===== src/rtl/rr_arbiter8_pkg.sv =====
// Shared types, sizes and helpers for the 8-way round-robin arbiter.
// Holds the FSM state encoding and the rotate function used by the priority search.
package rr_arb_pkg;

   localparam int N_REQ = 8;
   localparam int IDXW  = 3;

   typedef enum logic [0:0] {
      IDLE  = 1'b0,
      GRANT = 1'b1
   } state_t;

   // Rotate right so that result bit 0 is vec[amt]; the search origin lands on bit 0.
   function automatic logic [N_REQ-1:0] rot8(input logic [N_REQ-1:0] vec,
                                             input logic [IDXW-1:0]  amt);
      logic [2*N_REQ-1:0] dbl;
      dbl = {vec, vec};
      return dbl[amt +: N_REQ];
   endfunction

endpackage


===== src/rtl/rr_arbiter8_if.sv =====
// Request/grant bundle between the requesters and the arbiter.
// The arbiter takes the slave view; requesters (or a bench) take the master view.
interface rr_arbiter8_if;
   import rr_arb_pkg::*;

   logic [N_REQ-1:0] req;
   logic [N_REQ-1:0] gnt;
   logic [IDXW-1:0]  gnt_idx;
   logic             gnt_valid;

   modport master (
      output req,
      input  gnt,
      input  gnt_idx,
      input  gnt_valid
   );

   modport slave (
      input  req,
      output gnt,
      output gnt_idx,
      output gnt_valid
   );

endinterface


===== src/rtl/rr_arbiter8_chk.sv =====
// Structural invariants of the arbiter outputs, kept apart from the datapath.
// Checks one-hot grant, valid/grant agreement, index/grant agreement and hold bound.
module rr_arbiter8_chk
   import rr_arb_pkg::*;
#(
   parameter int MAX_HOLD = 16,
   parameter int CNTW     = 8
) (
   input logic             clk,
   input logic             rst_n,
   input logic [N_REQ-1:0] gnt,
   input logic [IDXW-1:0]  gnt_idx,
   input logic             gnt_valid,
   input logic [CNTW-1:0]  hold_cnt
);

   a_gnt_onehot: assert property (@(posedge clk) disable iff (!rst_n)
      $onehot0(gnt));

   a_valid_match: assert property (@(posedge clk) disable iff (!rst_n)
      gnt_valid == (gnt != 8'h00));

   a_idx_match: assert property (@(posedge clk) disable iff (!rst_n)
      gnt_valid |-> (gnt == (8'h01 << gnt_idx)));

   a_hold_bound: assert property (@(posedge clk) disable iff (!rst_n)
      hold_cnt <= CNTW'(MAX_HOLD));

endmodule


===== src/rtl/rr_arbiter8_prio_enc.sv =====
// Fixed-priority 8-to-3 encoder: reports the lowest set bit and whether any bit is set.
// Bit 0 wins, so callers rotate their vector to put the search origin there.
module prio_enc8_3
   import rr_arb_pkg::*;
(
   input  logic [N_REQ-1:0] in,
   output logic [IDXW-1:0]  idx,
   output logic             any
);

   assign any = |in;

   // Lowest-set-bit select.
   always_comb begin
      idx = 3'd0;
      casez (in)
         8'b???????1: idx = 3'd0;
         8'b??????10: idx = 3'd1;
         8'b?????100: idx = 3'd2;
         8'b????1000: idx = 3'd3;
         8'b???10000: idx = 3'd4;
         8'b??100000: idx = 3'd5;
         8'b?1000000: idx = 3'd6;
         8'b10000000: idx = 3'd7;
         default:     idx = 3'd0;
      endcase
   end

endmodule


===== src/rtl/rr_arbiter8.sv =====
// Round-robin arbiter for 8 requesters with a bounded hold time per grant.
// Grant, index and valid are registered; the search rotates from one past the last owner.
module rr_arbiter8
   import rr_arb_pkg::*;
#(
   parameter int MAX_HOLD = 16,
   parameter int CNTW     = 8
) (
   input logic          clk,
   input logic          rst_n,
   rr_arbiter8_if.slave bus
);

   state_t           state_r;
   state_t           state_nxt_s;
   logic [N_REQ-1:0] gnt_r;
   logic [N_REQ-1:0] gnt_nxt_s;
   logic [IDXW-1:0]  idx_r;
   logic [IDXW-1:0]  idx_nxt_s;
   logic             valid_r;
   logic             valid_nxt_s;
   logic [CNTW-1:0]  hold_r;
   logic [CNTW-1:0]  hold_nxt_s;
   logic [IDXW-1:0]  ptr_r;
   logic [IDXW-1:0]  ptr_nxt_s;

   logic [N_REQ-1:0] masked_s;
   logic [N_REQ-1:0] rot_s;
   logic [IDXW-1:0]  start_s;
   logic [IDXW-1:0]  enc_idx_s;
   logic [IDXW-1:0]  win_s;
   logic [CNTW-1:0]  max_hold_s;
   logic             enc_any_s;
   logic             owner_req_s;
   logic             hold_max_s;
   logic             take_new_s;
   logic             keep_s;

   assign max_hold_s  = CNTW'(MAX_HOLD);
   assign owner_req_s = |(bus.req & gnt_r);
   assign hold_max_s  = (hold_r == max_hold_s);

   // The current owner is masked out, so "any" means someone else is waiting.
   assign masked_s = bus.req & ~gnt_r;
   assign start_s  = ptr_r + 3'd1;
   assign rot_s    = rot8(masked_s, start_s);

   prio_enc8_3 u_enc (
      .in  (rot_s),
      .idx (enc_idx_s),
      .any (enc_any_s)
   );

   // Un-rotate: offset from the search origin, wrapping naturally in 3 bits.
   assign win_s = start_s + enc_idx_s;

   // State register.
   always_ff @(posedge clk or negedge rst_n) begin
      if (!rst_n) begin
         state_r <= IDLE;
      end else begin
         state_r <= state_nxt_s;
      end
   end

   // Next-state decision.
   always_comb begin
      state_nxt_s = state_r;
      case (state_r)
         IDLE: begin
            if (enc_any_s) begin
               state_nxt_s = GRANT;
            end else begin
               state_nxt_s = IDLE;
            end
         end
         GRANT: begin
            if (owner_req_s || enc_any_s) begin
               state_nxt_s = GRANT;
            end else begin
               state_nxt_s = IDLE;
            end
         end
         default: state_nxt_s = IDLE;
      endcase
   end

   // Output/datapath next values: new grant, keep current grant, or go idle.
   always_comb begin
      take_new_s  = 1'b0;
      keep_s      = 1'b0;
      gnt_nxt_s   = 8'h00;
      idx_nxt_s   = 3'd0;
      valid_nxt_s = 1'b0;
      hold_nxt_s  = {CNTW{1'b0}};
      ptr_nxt_s   = ptr_r;

      case (state_r)
         IDLE: begin
            take_new_s = enc_any_s;
            keep_s     = 1'b0;
         end
         GRANT: begin
            if (owner_req_s) begin
               take_new_s = hold_max_s & enc_any_s;
               keep_s     = ~(hold_max_s & enc_any_s);
            end else begin
               take_new_s = enc_any_s;
               keep_s     = 1'b0;
            end
         end
         default: begin
            take_new_s = 1'b0;
            keep_s     = 1'b0;
         end
      endcase

      if (take_new_s) begin
         gnt_nxt_s   = 8'h01 << win_s;
         idx_nxt_s   = win_s;
         valid_nxt_s = 1'b1;
         hold_nxt_s  = {{(CNTW-1){1'b0}}, 1'b1};
         ptr_nxt_s   = win_s;
      end else if (keep_s) begin
         gnt_nxt_s   = gnt_r;
         idx_nxt_s   = idx_r;
         valid_nxt_s = valid_r;
         // Saturate at the limit while nobody else is waiting.
         if (hold_max_s) begin
            hold_nxt_s = hold_r;
         end else begin
            hold_nxt_s = hold_r + {{(CNTW-1){1'b0}}, 1'b1};
         end
         ptr_nxt_s   = ptr_r;
      end else begin
         gnt_nxt_s   = 8'h00;
         idx_nxt_s   = 3'd0;
         valid_nxt_s = 1'b0;
         hold_nxt_s  = {CNTW{1'b0}};
         ptr_nxt_s   = ptr_r;
      end
   end

   // Registered grant outputs, hold counter and last-granted pointer.
   always_ff @(posedge clk or negedge rst_n) begin
      if (!rst_n) begin
         gnt_r   <= 8'h00;
         idx_r   <= 3'd0;
         valid_r <= 1'b0;
         hold_r  <= {CNTW{1'b0}};
         ptr_r   <= 3'd7;
      end else begin
         gnt_r   <= gnt_nxt_s;
         idx_r   <= idx_nxt_s;
         valid_r <= valid_nxt_s;
         hold_r  <= hold_nxt_s;
         ptr_r   <= ptr_nxt_s;
      end
   end

   assign bus.gnt       = gnt_r;
   assign bus.gnt_idx   = idx_r;
   assign bus.gnt_valid = valid_r;

   rr_arbiter8_chk #(
      .MAX_HOLD (MAX_HOLD),
      .CNTW     (CNTW)
   ) u_chk (
      .clk       (clk),
      .rst_n     (rst_n),
      .gnt       (gnt_r),
      .gnt_idx   (idx_r),
      .gnt_valid (valid_r),
      .hold_cnt  (hold_r)
   );

endmodule


===== src/flat_wrapper.sv =====
// flat-port wrapper written by rule: the top's interface ports become plain ports
module rr_arbiter8_flat import rr_arb_pkg::*;
#(
   parameter int MAX_HOLD = 16,
   parameter int CNTW     = 8
)
  (clk, rst_n, bus_req, bus_gnt, bus_gnt_idx, bus_gnt_valid);
  rr_arbiter8_if bus_i ();
  input logic clk;
  input logic rst_n;
  input wire logic [$bits(bus_i.req)-1:0] bus_req;
  output wire logic [$bits(bus_i.gnt)-1:0] bus_gnt;
  output wire logic [$bits(bus_i.gnt_idx)-1:0] bus_gnt_idx;
  output wire logic [$bits(bus_i.gnt_valid)-1:0] bus_gnt_valid;
  assign bus_i.req = bus_req;
  assign bus_gnt = bus_i.gnt;
  assign bus_gnt_idx = bus_i.gnt_idx;
  assign bus_gnt_valid = bus_i.gnt_valid;
  rr_arbiter8 #(.MAX_HOLD(MAX_HOLD), .CNTW(CNTW)) u_core (.clk(clk), .rst_n(rst_n), .bus(bus_i));
endmodule

===== config.mk =====
export PLATFORM = sky130hd
export DESIGN_NAME = rr_arbiter8_flat
export DESIGN_NICKNAME = d
export VERILOG_FILES = /design/src/rtl/rr_arbiter8_pkg.sv /design/src/rtl/rr_arbiter8_if.sv /design/src/rtl/rr_arbiter8_chk.sv /design/src/rtl/rr_arbiter8_prio_enc.sv /design/src/rtl/rr_arbiter8.sv /design/src/flat_wrapper.sv
export SDC_FILE = /design/constraint.sdc
export NUM_CORES = 1
export LEC_CHECK = 0
export ABC_AREA = 1
export CORE_MARGIN = 8
export CORE_UTILIZATION = 45
export CTS_CLUSTER_SIZE = 25
export DETAILED_ROUTE_END_ITERATION = 10
export PLACE_DENSITY = 0.74
export SLEW_MARGIN = 25
export SYNTH_ARGS = -nofsm -noshare
export SYNTH_HDL_FRONTEND = slang
export SYNTH_SLANG_ARGS = --single-unit
export TNS_END_PERCENT = 100

===== constraint.sdc =====
create_clock -name clk -period 3.5 [get_ports clk]
set_clock_uncertainty 0.15 [all_clocks]
set_input_delay 0.7 -clock clk [delete_from_list [all_inputs] [get_ports clk]]
set_output_delay 0.7 -clock clk [all_outputs]
set_load 0.005 [all_outputs]

==> Yosys cells after proc, flatten, opt, wreduce, memory -nomap -nowiden <==
Cells that the tools add are included.
{ "classes": {"reduce_logical": 3, "bitwise_logic": 6, "shifts": 2, "add_sub_neg": 3, "eq_ne": 10, "mux": 17} }
{ "ops": {"columns": ["operator", "count"], "rows": [
  ["2-to-1 mux 8 bit", 5],
  ["case mux 3 bit (7 select lines)", 1],
  ["AND 8 bit", 2],
  ["OR reduction 8 bit", 2],
  ["indexed part select 16 x 4 -> 8 bit", 1],
  ["adder 8 x 1 -> 8 bit (second input constant)", 1],
  ["equality test 8 x 5 -> 1 bit (second input constant)", 1],
  ["equality test 8 bit (second input constant)", 1],
  ["NOT 8 bit", 1],
  ["left shift 1 x 3 -> 8 bit (first input constant)", 1],
  ["equality test 7 bit (second input constant)", 1],
  ["equality test 6 bit (second input constant)", 1],
  ["2-to-1 mux 1 bit", 6],
  ["2-to-1 mux 3 bit", 2],
  ["case mux 1 bit (2 select lines)", 3],
  ["equality test 5 bit (second input constant)", 1],
  ["equality test 4 bit (second input constant)", 1],
  ["adder 3 x 1 -> 3 bit (second input constant)", 1],
  ["adder 3 bit", 1],
  ["equality test 3 bit (second input constant)", 1],
  ["!= test 3 bit (second input constant)", 1],
  ["equality test 2 bit (second input constant)", 1],
  ["!= test 2 x 1 -> 1 bit (second input constant)", 1],
  ["NOT 1 bit", 2],
  ["other kinds (2)", 2]
]} }
{ "word_totals": {"input_bits": 10, "output_inout_bits": 12, "elab_cells": 47, "regBits": 24} }

==> Logic depth before layout (Yosys ltp) <==
Gate-level depths: netlist (run 1).
{ "depth": {"word_depth": 10, "ltp_mapped": 20, "mapped_depth_nobuf": 20} }

==> Cells and area by module <==
A second synthesis (run 1) with hierarchy kept.
{ "hier_totals": {"hier_cells": 250, "hier_area_um2": 1762.9} }
{ "by_module_without_submodules": {"columns": ["mod", "cells_each", "area_per_inst_um2", "n_inst", "seq_area_each_um2"], "rows": [
  ["rr_arbiter8", 232, 1664.1, 1, 604.3],
  ["prio_enc8_3", 18, 98.8, 1, 0.0]
]} }

==> Least setup slack after synthesis (run 1) <==
OpenSTA, ideal clock, no wires.
{ "synth_timing": {"kind": "register -> register", "startpoint": "register u_core.ptr_r[0]", "endpoint": "register u_core.gnt_r[3], in the netlist u_core.bus.gnt[3]", "n_path_buf": 1, "synth_period_minus_slack_ns": 3.035, "setup_time_ns": 0.117, "required_time_ns": 3.233, "arrival_ns": 2.768, "path_stages_with_launch": 20, "path_slack_ns": 0.465, "path_cell_list": "dfstp_2 -> ha_1 -> buf_6 -> clkinv_2 -> nand3_1 -> nand3_1 -> nand2_1 -> inv_1 -> nand2_2 -> nor2_8 -> nand3_1 -> o211ai_1 -> ha_1 -> fa_1 -> xnor2_1 -> inv_1 -> nand3_2 -> nand2_2 -> nand3_1 -> nand2_1"} }
{ "synth_between": {"elab_chain_cells": 8, "elab_cells_between_ends": 21, "cone_classes": "add/sub (2); eq/ne (8); shift (2); mux (6); bitwise (2); reduce/logical (1)"} }
{ "synth_rtl": {"columns": ["item", "line_no", "text"], "rows": [
  ["start: declaration", "rr_arbiter8.sv:24", "logic [IDXW-1:0] ptr_r;"],
  ["start signal: assignment", "rr_arbiter8.sv:157", "ptr_r <= ptr_nxt_s;"],
  ["adder 3 x 1 -> 3 bit *", "rr_arbiter8.sv:45", "assign start_s = ptr_r + 3'd1;"],
  ["branches (longest 7 deep; another with adder 3 bit)", null, null],
  ["end signal: assignment", "rr_arbiter8.sv:153", "gnt_r <= gnt_nxt_s;"],
  ["end: declaration", "rr_arbiter8.sv:16", "logic [N_REQ-1:0] gnt_r;"]
]} }
Every way passes the cells marked *.
A chain may end at the register's enable or synchronous reset.

==> Final worst setup path (run 1) <==
{ "layout_timing": {"startpoint": "input bus_req[1]", "endpoint": "register u_core.gnt_r[2], in the netlist u_core.bus.gnt[2]"} }
{ "layout_between": {"elab_chain_cells": 8, "elab_cells_between_ends": 23, "cone_classes": "add/sub (1); eq/ne (8); shift (2); mux (6); bitwise (4); reduce/logical (2)"} }
{ "layout_rtl": {"columns": ["item", "line_no", "text"], "rows": [
  ["start: declaration", "flat_wrapper.sv:11", "input wire logic [$bits(bus_i.req)-1:0] bus_req;"],
  ["branches (longest 8 deep; another with adder 3 bit)", null, null]
]} }
Several ways; the timed one is not identified.

==> qor.csv, run 1 <==
stage,metric,value,unit
run_status,status,"complete, no violations",
timing,number of max-slew violations in the final report,0,
setup_path,r2r startpoint,u_core.ptr_r[1]$_DFFE_PN1P_,
timing,slew at the pin closest to its max-slew limit,0.429,ns
synth,"EDFF count, synth",0,
setup_path,Required @ worst endpoint,3.50,ns
grt,global-route usage over all layers,15.1,%
clock_tree,number of buffers inserted for hold repair after clock tree synthesis,0,
synth,number of distinct library cells after synthesis,31,
floorplanning,standard cell core area,4320,sq um
setup_path,critical path cell sequence,clkdlybuf4s50_1 -> nand3_1 -> nand3_2 -> nand2_2 -> nand2_1 -> nand2_2 -> nand2_4 -> nor2_8 -> nand3_1 -> o211ai_1 -> ha_1 -> fa_1 -> xnor2_2 -> inv_1 -> nand3_2 -> nand2_2 -> nand3_1 -> nand2_1,
setup_path,"logic depth of the worst path, buffers included",18,
finish,multi-input logic area,1230,sq um
routing,number of iterations in the first detailed-routing pass,4,
clock_tree,clock buffer count from CTS,3,
clock_tree,TritonCTS clock tree,done,
grt,via count of the first global-routing pass,1743,
timing,peak clock frequency supported by timing,303,MHz
synth,fraction of registers with async set or reset after synthesis,100,%
routing,Vias per Instance,5.23,
setup_path,number of cells traversed by the worst register-to-register path,18,
synth,synth warn,0,
floorplanning,ports placed on the boundary,22,
synth,count of mapped cells out of synthesis,266,
synth,Syn Nets,281,
timing,post-route worst hold slack,0.334,ns
synth,number of storage elements in the synthesis netlist,24,
clock_tree,maximum count of clock buffers along a single path,2,
synth,dominant synthesized flop cell,dfrtp_1,
routing,remaining design rule violation count,0,
clock_tree,Root Buffer,clkbuf_8,
finish,post-route core utilization,54.1,%
timing,final period demand of the worst path,3.30,ns
routing,via total after detailed routing,1804,
setup_path,number of buffers and inverters on the critical path,2,
setup_path,kind of start point of the critical path,input pin,
min_path,hold path startpoint,u_core.bus.gnt_idx[0]$_DFFE_PN0P_,
finish,Reg area,604,sq um
setup_path,CP Class,input pin to flop,
setup_path,CP peak stage delay,0.52,ns
placement,input/output buffers,21,
setup_path,CP Data Arrival Time,3.31,ns
synth,sequential cell area fraction in the yosys report,30.3,%
grt,wire length of the first global-routing pass,8.11,mm
setup_path,CP startpoint,bus_req[1],
clock_tree,source-to-sink clock delay at the later pin of the worst-skew pair,0.27,ns
routing,1st-iter DRT viols,97,
timing,Final Cycle Share,94.4,%
finish,final net count,309,
setup_path,capturing element type of the critical path,flop,
synth,post-synthesis instance area,2000,sq um
timing,RSZ-0062 raised after global routing,false,
floorplanning,initial cell density of the core,46.2,%
grt,largest net degree at the start of global routing,25,
setup_path,peak fanout along the critical path,6,
min_path,class of the tightest hold or removal check,flop to flop,
timing,Slew headroom,71.3,%
clock_tree,H-tree depth reported by CTS,1,
placement,detailed-placement wirelength estimate,3.77,mm
timing,setup violators final,0,
timing,number of endpoints with negative hold slack in the final report,0,
clock_tree,Sinks on Clock Net,24,
grt,initial antenna violation count,0,
timing,final-layout setup total negative slack,0,ns
min_path,count of cells along the worst hold path,2,
run,max_cap viols,0,
setup_path,family of cells with the greatest summed delay on the critical path,simple AND/OR/NAND/NOR gates,
finish,relative area change from synthesis to final layout,17.2,%
clock_tree,post-CTS clock slew at the launch and capture registers of the worst setup and hold paths,0.08,ns
grt,overflow left after global routing,0,
placement,global placer's final weighted congestion,0.896,
setup_path,cell type of the slowest stage on the worst timing path,clkdlybuf4s50_1,
finish,fraction of final layout cells with drive strength greater than 1,22.2,%
routing,DRT antenna net count,0,
finish,fillcell total,415,
finish,antenna diode count,0,
floorplanning,overall die height,82.6,um
floorplanning,die area,6820,sq um
synth,average cell area after synthesis,7.50,sq um
routing,wire length after detailed routing,4.74,mm
floorplanning,count of standard-cell rows,24,
routing,Wirelength per Cell,13.8,um
floorplanning,die boundary width,82.6,um
-- registers in the layout (all words and copies together) (netlist names) --
register,flops
u_core.bus.gnt,8
u_core.bus.gnt_idx,3
u_core.bus.gnt_valid,1
u_core.hold_r,8
u_core.ptr_r,3
u_core.state_r,1
-- layout make-up --
class	count	share of cell area, %
clock buffers	4	2.35
inverters	28	4.87
multi-input cells	208	52.6
flip-flops and latches	24	25.8
well taps	52	2.78
repair buffers	29	11.6
-- cells in the final DEF (no fill, tap or decap), drive strengths merged, types with 2 or more instances in the layout --
master          n
clkdlybuf4s50  21
nand3b          2
buf             8
nand3          58
a21oi           2
xor2            5
inv            27
nand2          99
ha              4
dfstp           3
nor2           21
nand4           5
o21ai           6
dfrtp          21
clkbuf          4
-- synth_stat cells, types with 2 or more instances --
library cell  number  area, sq um
a21oi_1            2         10.0
buf_6              6         67.6
dfrtp_1           21          526
dfstp_2            3         78.8
ha_1               4         50.1
inv_1             25         93.8
nand2_1           86          323
nand2_2            9         56.3
nand2_4            4         45.0
nand3_1           36          180
nand3_2           22          220
nand4_1            5         31.3
nor2_1            13         48.8
nor2_2             3         18.8
nor2_4             4         45.0
o21ai_0            4         20.0
xor2_1             5         43.8
-- per-stage QoR --
step	cells	cell area [sq um]	worst slack, ns
after CTS	345	2320	0.0420
after detailed placement	341	2260	-0.107
final	345	2340	0.196
after global routing	345	2340	0.0165
after global placement	341	2260	-0.0233
after floorplan	266	2000	0.465
-- worst reg2reg max path, stage by stage (launching register included) --
cell and delay, ns:
dfstp_2 0.57, ha_4 0.21, clkinv_2 0.18, nand3_1 0.17
nand2_1 0.09, nand2_1 0.06, nand2_1 0.08, nand2_4 0.10
nor2_8 0.04, nand3_1 0.06, o211ai_1 0.10, ha_1 0.20
fa_1 0.40, xnor2_2 0.19, inv_1 0.07, nand3_2 0.13
nand2_2 0.09, nand3_1 0.08, nand2_1 0.07
-- kinds of logic after synthesis --
logic type	share of synthesized area [%]
simple gates	51.5
buf+inv	9.09
flops	30.3
compound gates	3.01
xor+xnor	2.63
fa+ha+maj	3.51
-- metal layers --
metal	wire length [um]	up-vias	global-route usage [%]	part of all wire [%]
met3	195	11	1.19	4.1
met2	2300	39	24.7	48
li1	-	911	-	-
met1	2140	843	20.1	45
met4	108	0	6.38	2.3
met5	0	-	0	0
-- worst paths after layout --
kind                                                           to  slack (ns)
worst max register to register      u_core.bus.gnt[2]$_DFFE_PN0P_        0.32
worst max-delay path                u_core.bus.gnt[2]$_DFFE_PN0P_        0.20
worst min-delay path            u_core.bus.gnt_idx[0]$_DFFE_PN0P_        0.33
worst min register to register  u_core.bus.gnt_idx[0]$_DFFE_PN0P_        0.33
max in group asynchronous             u_core.ptr_r[2]$_DFFE_PN1P_        2.28
min in group asynchronous       u_core.bus.gnt_idx[2]$_DFFE_PN0P_        0.63
-- what timing repair did --
item,4_1_cts,5_1_grt
gates resized for setup,0,3
setup buffers,0,0
setup endpoints to repair,0,10
Power of run 1 is not shown: default switching activity piles up to over one toggle a cycle in this logic, so the estimate is an artifact.
==> run 2: changes to the inputs <==
CORE_MARGIN = 2   (was 8)
==> qor.csv, run 2 (synthesis gave the netlist of run 1 again) <==
stage,metric,value,unit
setup_path,"logic depth of the worst path, buffers included",18,
finish,"non-filler cells, final",344,
floorplanning,count of standard-cell rows,24,
min_path,count of cells along the worst hold path,2,
run_status,status,"complete, no violations",
finish,final net count,308,
routing,via total after detailed routing,1743,
timing,Final Cycle Share,93.9,%
grt,via count of the first global-routing pass,1638,
placement,Worst Setup Slack post-DPL,-0.0736,ns
floorplanning,die boundary width,70.6,um
finish,cell area after layout,2320,sq um
setup_path,peak fanout along the critical path,6,
clock_tree,TritonCTS clock tree,done,
min_path,class of the tightest hold or removal check,flop to flop,
clock_tree,maximum count of clock buffers along a single path,2,
clock_tree,clock buffer count from CTS,3,
grt,wire length of the first global-routing pass,7.53,mm
clock_tree,post-CTS setup buffers,0,
finish,fraction of final layout cells with drive strength greater than 1,21.6,%
finish,post-route core utilization,53.7,%
clock_tree,Sinks on Clock Net,24,
clock_tree,Root Buffer,clkbuf_8,
setup_path,number of buffers and inverters on the critical path,2,
floorplanning,overall die height,70.6,um
routing,Vias per Instance,5.07,
finish,fillcell total,418,
timing,number of endpoints with negative hold slack in the final report,0,
setup_path,Required @ worst endpoint,3.51,ns
timing,RSZ-0062 raised after global routing,false,
setup_path,cell type of the slowest stage on the worst timing path,clkdlybuf4s50_1,
setup_path,capturing element type of the critical path,flop,
routing,DRT antenna net count,0,
routing,remaining design rule violation count,0,
floorplanning,ports placed on the boundary,22,
timing,minimum setup slack in the final design,0.212,ns
clock_tree,number of buffers inserted for hold repair after clock tree synthesis,0,
placement,cell count after placement,340,
setup_path,CP Class,input pin to flop,
grt,largest net degree at the start of global routing,25,
floorplanning,die area,4980,sq um
timing,final period demand of the worst path,3.29,ns
grt,global-route usage over all layers,18.8,%
floorplanning,initial cell density of the core,46.2,%
timing,setup violators final,0,
timing,slew at the pin closest to its max-slew limit,0.414,ns
floorplanning,standard cell core area,4320,sq um
placement,global placer's final weighted congestion,0.836,
routing,wire length after detailed routing,4.42,mm
setup_path,kind of start point of the critical path,input pin,
placement,detailed-placement wirelength estimate,3.53,mm
grt,initial antenna violation count,0,
setup_path,number of cells traversed by the worst register-to-register path,20,
routing,number of iterations in the first detailed-routing pass,4,
clock_tree,post-CTS clock slew at the launch and capture registers of the worst setup and hold paths,0.08,ns
timing,peak clock frequency supported by timing,304,MHz
finish,antenna diode count,0,
routing,1st-iter DRT viols,174,
timing,number of max-slew violations in the final report,0,
finish,relative area change from synthesis to final layout,16.3,%
grt,overflow left after global routing,0,
placement,input/output buffers,21,
finish,Reg area,604,sq um
setup_path,CP peak stage delay,0.54,ns
timing,Slew headroom,72.3,%
setup_path,critical path cell sequence,clkdlybuf4s50_1 -> nand3_1 -> nand3_1 -> nand2_1 -> nand2_1 -> nand2_1 -> nand2_4 -> nor2_8 -> nand3_1 -> o211ai_1 -> ha_1 -> fa_1 -> xnor2_2 -> inv_1 -> nand3_2 -> nand2_2 -> nand3_1 -> nand2_1,
run,max_cap viols,0,
routing,Wirelength per Cell,12.8,um
finish,multi-input logic area,1230,sq um
clock_tree,source-to-sink clock delay at the later pin of the worst-skew pair,0.27,ns
finish,most frequent standard cell in the layout excluding fill and tap cells,nand2_1,
setup_path,family of cells with the greatest summed delay on the critical path,simple AND/OR/NAND/NOR gates,
finish,"top library cells by usage in the layout, fill and taps aside","nand2_1, nand3_1, inv_1",
clock_tree,H-tree depth reported by CTS,1,
placement,Placement Cell Area,2260,sq um
setup_path,CP Data Arrival Time,3.30,ns
[run 2: area by class of cell]
class | count | share of cell area, %
Sequential cell | 24 | 26.0
Inverter | 28 | 4.91
Timing Repair Buffer | 28 | 11.3
Clock buffer | 4 | 1.94
Tap cell | 52 | 2.80
Multi-Input combinational cell | 208 | 53.0
[run 2: final timing paths]
| check | from | end | slack (ns) |
|---|---|---|---|
| min in group asynchronous | rst_n | u_core.bus.gnt[7]$_DFFE_PN0P_ | 0.64 |
| hold reg to reg | u_core.bus.gnt_idx[0]$_DFFE_PN0P_ | u_core.bus.gnt_idx[0]$_DFFE_PN0P_ | 0.33 |
| setup / recovery | bus_req[0] | u_core.bus.gnt[3]$_DFFE_PN0P_ | 0.21 |
| setup reg to reg | u_core.ptr_r[1]$_DFFE_PN1P_ | u_core.bus.gnt[3]$_DFFE_PN0P_ | 0.30 |
| hold / removal | u_core.bus.gnt_idx[0]$_DFFE_PN0P_ | u_core.bus.gnt_idx[0]$_DFFE_PN0P_ | 0.33 |
| max in group asynchronous | rst_n | u_core.ptr_r[1]$_DFFE_PN1P_ | 2.28 |
[run 2: what timing repair did]
action | in CTS | in global routing
pin swaps | 0 | 0
gates resized for setup | 1 | 2
endpoints found under the setup margin | 1 | 7
[run 2: per-stage QoR]
step           hold WS [ns]  TNS [ns]
2_1_floorplan         0.254         0
3_3_place_gp          0.307   -0.0129
3_5_place_dp          0.324    -0.266
4_1_cts               0.342         0
5_1_grt               0.369         0
6_report              0.334         0
[run 2: routing by layer]
metal | track usage, % | vias up | share of wire, % | routed length (um)
met4 | 6.71 | 0 | 1.6 | 71
met5 | 0 | - | 0 | 0
met1 | 27.8 | 794 | 49 | 2180
li1 | - | 916 | - | -
met3 | 0.855 | 6 | 3.4 | 149
met2 | 29.5 | 27 | 46 | 2010
[run 2: worst register-to-register path, stage by stage, from the launching register on]
cell	delay (ns)
dfstp_2	0.58
ha_4	0.15
inv_1	0.04
nand2_1	0.08
nand2_4	0.14
inv_4	0.20
nand3_1	0.09
nand2_1	0.09
inv_1	0.06
nand2_2	0.10
nor2_8	0.04
nand3_1	0.06
o211ai_1	0.09
ha_1	0.20
fa_1	0.41
xnor2_2	0.20
inv_1	0.07
nand3_2	0.12
nand2_2	0.09
nand3_1	0.08
nand2_1	0.06
Power of run 2 is left out for the same reason.
